## config.mk

```make
export PLATFORM = sky130hd
export DESIGN_NAME = regfile_wr_arb
export DESIGN_NICKNAME = d
export VERILOG_FILES = /design/src/rtl/regfile_wr_arb.sv
export SDC_FILE = /design/constraint.sdc
export NUM_CORES = 1
export LEC_CHECK = 0
export CAP_MARGIN = 20
export CORE_ASPECT_RATIO = 0.8
export CORE_MARGIN = 8
export CORE_UTILIZATION = 43
export CTS_CLUSTER_DIAMETER = 60
export DETAILED_ROUTE_END_ITERATION = 7
export GPL_TIMING_DRIVEN = 0
export PLACE_DENSITY_LB_ADDON = 0.15
export SETUP_SLACK_MARGIN = 0.2
export SLEW_MARGIN = 10
export SYNTH_ARGS = -nofsm -noshare
export SYNTH_HDL_FRONTEND = slang
export SYNTH_SLANG_ARGS = --single-unit
```

## constraint.sdc

```tcl
create_clock -name clk -period 2.55 [get_ports clk]
set_input_delay 0.51 -clock clk [delete_from_list [all_inputs] [get_ports clk]]
set_output_delay 0.51 -clock clk [all_outputs]
set_load 0.02 [all_outputs]
```

## src/rtl/regfile_wr_arb.sv

```systemverilog
// rtl/regfile_wr_arb.sv - round-robin write-port arbiter and clear sequencer for the register file
// Optional feature: define REGFILE_R0_PROTECT_EN to make register 0 read-only zero.
module regfile_wr_arb #(
    parameter int DW = 8,
    parameter int AW = 3
) (
    input  logic          clk,
    input  logic          reset,
    input  logic          Req0,
    input  logic [AW-1:0] Adrs0,
    input  logic [DW-1:0] Data0,
    output logic          Gnt0,
    input  logic          Req1,
    input  logic [AW-1:0] Adrs1,
    input  logic [DW-1:0] Data1,
    output logic          Gnt1,
    input  logic          Clr,
    output logic          Busy,
    output logic          LdReg,
    output logic [AW-1:0] WtAdrs,
    output logic [DW-1:0] WtData
);
    typedef enum logic {IDLE, CLEAR} state_t;

    localparam logic [AW-1:0] LAST_ADRS = '1;

    state_t        state_q, state_d;
    logic [AW-1:0] cnt_q, cnt_d;
    logic          ptr_q, ptr_d;
    logic          gnt0_q, gnt0_d;
    logic          gnt1_q, gnt1_d;
    logic          busy_q, busy_d;
    logic          ld_q, ld_d;
    logic [AW-1:0] wtadrs_q, wtadrs_d;
    logic [DW-1:0] wtdata_q, wtdata_d;

    logic          elig0, elig1, pick1, write_ok;
    logic [AW-1:0] sel_adrs;
    logic [DW-1:0] sel_data;

    // A requester holding its request across its own grant cycle is not re-granted.
    assign elig0    = Req0 & ~gnt0_q;
    assign elig1    = Req1 & ~gnt1_q;
    assign pick1    = elig1 & (~elig0 | ptr_q);
    assign sel_adrs = pick1 ? Adrs1 : Adrs0;
    assign sel_data = pick1 ? Data1 : Data0;

`ifdef REGFILE_R0_PROTECT_EN
    assign write_ok = (sel_adrs != '0);
`else
    assign write_ok = 1'b1;
`endif

    always_comb begin
        state_d  = state_q;
        cnt_d    = cnt_q;
        ptr_d    = ptr_q;
        gnt0_d   = 1'b0;
        gnt1_d   = 1'b0;
        busy_d   = 1'b0;
        ld_d     = 1'b0;
        wtadrs_d = wtadrs_q;
        wtdata_d = wtdata_q;
        case (state_q)
            IDLE: begin
                if (Clr) begin
                    // The first clear write (address 0) is issued at the entry edge.
                    state_d  = CLEAR;
                    cnt_d    = '0;
                    busy_d   = 1'b1;
                    ld_d     = 1'b1;
                    wtadrs_d = '0;
                    wtdata_d = '0;
                end else if (elig0 | elig1) begin
                    gnt0_d = ~pick1;
                    gnt1_d = pick1;
                    ptr_d  = ~pick1;
                    if (write_ok) begin
                        ld_d     = 1'b1;
                        wtadrs_d = sel_adrs;
                        wtdata_d = sel_data;
                    end
                end
            end
            CLEAR: begin
                cnt_d    = cnt_q + AW'(1);
                busy_d   = 1'b1;
                ld_d     = 1'b1;
                wtadrs_d = cnt_d;
                wtdata_d = '0;
                if (cnt_d == LAST_ADRS) begin
                    state_d = IDLE;
                end
            end
            default: state_d = IDLE;
        endcase
    end

    always_ff @(posedge clk or posedge reset) begin
        if (reset) begin
            state_q  <= IDLE;
            cnt_q    <= '0;
            ptr_q    <= 1'b0;
            gnt0_q   <= 1'b0;
            gnt1_q   <= 1'b0;
            busy_q   <= 1'b0;
            ld_q     <= 1'b0;
            wtadrs_q <= '0;
            wtdata_q <= '0;
        end else begin
            state_q  <= state_d;
            cnt_q    <= cnt_d;
            ptr_q    <= ptr_d;
            gnt0_q   <= gnt0_d;
            gnt1_q   <= gnt1_d;
            busy_q   <= busy_d;
            ld_q     <= ld_d;
            wtadrs_q <= wtadrs_d;
            wtdata_q <= wtdata_d;
        end
    end

    assign Gnt0   = gnt0_q;
    assign Gnt1   = gnt1_q;
    assign Busy   = busy_q;
    assign LdReg  = ld_q;
    assign WtAdrs = wtadrs_q;
    assign WtData = wtdata_q;
endmodule
```

======== After elaboration in Yosys (flattened, before gate mapping) ========
Index checks and enable logic that the tools add are counted.
cells by class
  $add $sub $neg .......................... 1
  equality and inequality tests ........... 3
  muxes and demuxes ....................... 23
  bitwise operators ....................... 11
  reduce and logical (&&, ||, !) cells .... 1
operator list
  cell                   count
  $mux W8                3
  $pmux W8 S2            1
  $mux W3                4
  $pmux W3 S2            2
  $mux W1                10
  $not A1 Y1             6
  $pmux W1 S2            3
  $add A3 B1 Y3 const B  1
  $and A1 B1 Y1          3
  $eq A3 B3 Y1 const B   1
  $ne A3 B3 Y1 const B   1
  $reduce_and A3 Y1      1
  $ne A2 B2 Y1 const B   1
  $or A1 B1 Y1           2
storage, ports and cells
  register bits ........................... 20
  bits of input ports ..................... 27
  output and inout port bits .............. 15
  logic and storage cells ................. 48

======== Depth between registers and ports, before layout ========
  word-level depth ........................ 9
  mapped depth ............................ 6
  depth with buffers taken out ............ 5

======== Least setup slack after synthesis ========
No wires, ideal clock.
  path type ............................... input -> register
  from .................................... in Req0
  to ...................................... reg wtadrs_q[0], in the netlist WtAdrs[0]
  library setup time ...................... 0.123 ns
  arrival ................................. 1.323 ns
  path slack .............................. 1.104 ns
  cell stages on the path ................. 5
  cells stage by stage .................... nor2b_2 > a21boi_4 > buf_6 > mux2i_1 > o21ai_2
on the way
  cells in the longest elaborated chain, start to end .. 8
ends and longest elaborated chain
  what                    RTL line  text
  start: declaration      9         input logic Req0,
  $and A1 B1 Y1 *         42        assign elig0 = Req0 & ~gnt0_q;
  $not A1 Y1              44        assign pick1 = elig1 & (~elig0 | ptr_q);
  $or A1 B1 Y1            44
  $and A1 B1 Y1           44
  $mux W3                 45        assign sel_adrs = pick1 ? Adrs1 : Adrs0;
  $mux W3                 74        end else if (elig0 | elig1) begin
  $mux W3                 66        if (Clr) begin
  $pmux W3 S2             64        case (state_q)
  end signal: assignment  118       wtadrs_q <= wtadrs_d;
  end: declaration        34        logic [AW-1:0] wtadrs_q, wtadrs_d;
Every way passes the cells marked *; elsewhere a longest branch is shown, timed or not. The select of a mux whose other input is x is not followed.
A chain may end at the register's enable or synchronous reset.

======== Worst setup path after layout ========
  from .................................... reg gnt1_q, in the netlist Gnt1
  to ...................................... out Gnt1
RTL lines
  what                      RTL line  text
  start: declaration        31        logic gnt1_q, gnt1_d;
  start signal: assignment  115       gnt1_q <= gnt1_d;
  end: declaration          16        output logic Gnt1,
No word-level cell between the ends.

==> impl_metrics.json <==
{
  "start_kind": "flop",
  "post-place-ws_ps": 516,
  "htree_levels": 1,
  "ios": 42,
  "coreArea_um2": 2100,
  "ant_nets": 0,
  "period_needed_ps": 1820,
  "setup-tns-final_ps": 0,
  "max_clock_freq_mhz": 550,
  "p_leak_nw": 0.614,
  "drv_cap": 0,
  "power.density_nw_per_um2": 755,
  "fin_area_um2": 1390,
  "synth_top_area_frac": 0.538,
  "die_width_um": 68.0,
  "rows": 15,
  "clkPwrFrac": 0.133,
  "die_h_um": 57.6,
  "fin_crit_sh": 0.714,
  "grt_util_met2": 0.203,
  "critPathTopFamily": "buffers and inverters",
  "synth_ff_type": "dfrtp_1",
  "root_buffer": "clkbuf_4",
  "ctsResizeCount": 0,
  "cts.clk_slew.worst_paths_ps": 100,
  "seq_power_share": 0.434,
  "total_power_mw": 1.05,
  "track_usage": 0.119,
  "dieArea_um2": 3920,
  "io_buffers": 41,
  "numClockSinks": 20,
  "num-nets-final": 157,
  "crit_path_cell_trace": "clkdlybuf4s50_1",
  "wire_per_inst_um": 14.2,
  "crit_fanout": 2,
  "p_comb_frac": 0.433,
  "synth.net_count": 111,
  "grt_pass1_vias": 804,
  "report.final.slew_viol_count": 0,
  "p_int_mw": 0.684,
  "numCtsBuffers": 3,
  "crit_arrival_ps": 1310,
  "worstSetupPathType": "flop to output port",
  "drive_above_1_share": 0.111,
  "dp_hpwl_um": 1750,
  "async_flop_share": 1.00,
  "cts_hold_buf": 0,
  "synth_cell_types": 24,
  "globalRouteMet3Util": 0.0625,
  "rr_worst_depth": 6,
  "ir_drop_uv": 668,
  "synth_cells": 82,
  "clk_path_buf_depth": 2,
  "power_switching_mw": 0.369,
  "hold_depth": 2,
  "synth_edf_count": 0,
  "final_util": 0.663,
  "wl_um": 2150,
  "antenna_found_initial": 0,
  "rsz0062_at_grt": "no",
  "cp-end-kind": "output port",
  "setup_viol": 0,
  "routed_via_density": 5.11,
  "synth.most_common_cell": "dfrtp_1",
  "clock_skew_ps": 2.31,
  "remaining_drc_errors": 0,
  "crit_cells": 1,
  "diodes": 0,
  "tritoncts": "yes",
  "drt_iter0_markers": 15,
  "sw_frac_of_total": 0.350,
  "grt_pass1_wl_um": 3670,
  "clk_latency_ps": 290,
  "synthTopCellsByCount": "dfrtp_1 (20), mux2i_1 (11), o21ai_1 (11)",
  "cts_setup_buffers": 0,
  "fin_ws_ps": 730,
  "critPathRequiredTime_ps": 2040,
  "status": "complete, no violations",
  "start_util": 0.442,
  "relSlewSlack": 0.522,
  "crit_slowest_cell": "clkdlybuf4s50_1",
  "overflow": 0,
  "yosys-top-cells-area": "dfrtp_1 (54%), mux2i_1 (12%), o21ai_1 (5.9%), nand2_1 (3.6%), ha_1 (2.7%)",
  "synth_area_leader_cell": "dfrtp_1",
  "ys_seq_area_frac": 0.538,
  "netlist_area_um2": 930,
  "crit_buf_inv": 1,
  "synth_warnings": 0,
  "slowest_delay_ps": 620,
  "worst_pin_slew_ps": 717,
  "hold_viol_final": 0,
  "drt_pass1_iterations": 5,
  "synth-seq-cells": 20,
  "vias": 771,
  "hold_path_class": "flop to flop",
  "placed_area_um2": 1370,
  "met1_usage": 0.129,
  "busiest_layer": "met2",
  "syn_to_final_growth_pct": 49.9,
  "syn_avg_cell_area_um2": 11.3,
  "fillers": 172,
  "grt_max_degree": 21,
  "routabilityCongestion": 0.677,
  "reg2reg_slack_ps": 1070
}
routing by layer:
metal	vias to the layer above	share of wire
li1	373	-
met1	371	0.39
met2	25	0.51
met3	2	0.10
met4	0	0.0056
met5	-	0
per-stage QoR:
step | hold slack [ps] | cells
6_report | 493 | 151
5_1_grt | 526 | 151
4_1_cts | 499 | 151
3_5_place_dp | 475 | 148
3_3_place_gp | 468 | 148
2_1_floorplan | 470 | 82
cell usage in the layout, fill, tap and decap left out, drive strengths merged:
cell type / netlist / layout
a21boi: 1 / 1
a21o: 2 / 2
a21oi: 3 / 3
a22oi: 1 / 1
a31oi: 1 / 1
buf: 3 / 3
clkbuf: 0 / 3
clkdlybuf4s50: 0 / 41
dfrtp: 20 / 20
ha: 2 / 2
inv: 5 / 5
mux2i: 11 / 11
nand2: 9 / 9
nor2: 2 / 2
nor2b: 6 / 6
nor3: 1 / 1
o21ai: 14 / 14
xor2: 1 / 1
registers in the layout (all words and copies together) (netlist names):
name / cells
Gnt0: 1
WtAdrs: 3
LdReg: 1
ptr_q: 1
Busy: 1
state_q: 1
cnt_q: 3
Gnt1: 1
WtData: 8
area by class of cell:
class / instances / area [µm²] / share of cell area
well taps: 25 / 31.3 / 0.0224
multi-input cells: 54 / 387 / 0.277
clock buffers: 3 / 22.5 / 0.0162
flip-flops and latches: 20 / 500 / 0.359
inverters: 5 / 18.8 / 0.0135
repair buffers: 41 / 410 / 0.294
plain buffers: 3 / 23.8 / 0.0171
power by group through the flow:
stage | sequential (mW) | combinational, mW | clock (mW)
floorplan | 0.498 | 0.249 | 0
global placement | 0.460 | 0.449 | 0
detailed placement | 0.464 | 0.462 | 0
CTS | 0.457 | 0.464 | 0.145
global route | 0.468 | 0.504 | 0.161
finish | 0.457 | 0.456 | 0.140
kinds of logic after synthesis:
logic type / Yosys count / synth area share
compound gates: 22 / 0.147
xor+xnor: 1 / 0.00942
fa+ha+maj: 2 / 0.0269
buf+inv: 8 / 0.0458
flops: 20 / 0.538
mux: 11 / 0.118
simple gates: 18 / 0.114
worst paths after layout:
path / from / to
setup / recovery: Gnt1 / Gnt1
hold / removal: WtData[5] / WtData[5]
setup reg to reg: state_q / WtData[2]
hold reg to reg: WtData[5] / WtData[5]
max in group asynchronous: reset / WtData[4]
min in group asynchronous: reset / WtData[2]
Power figures use the tool's default switching activity.
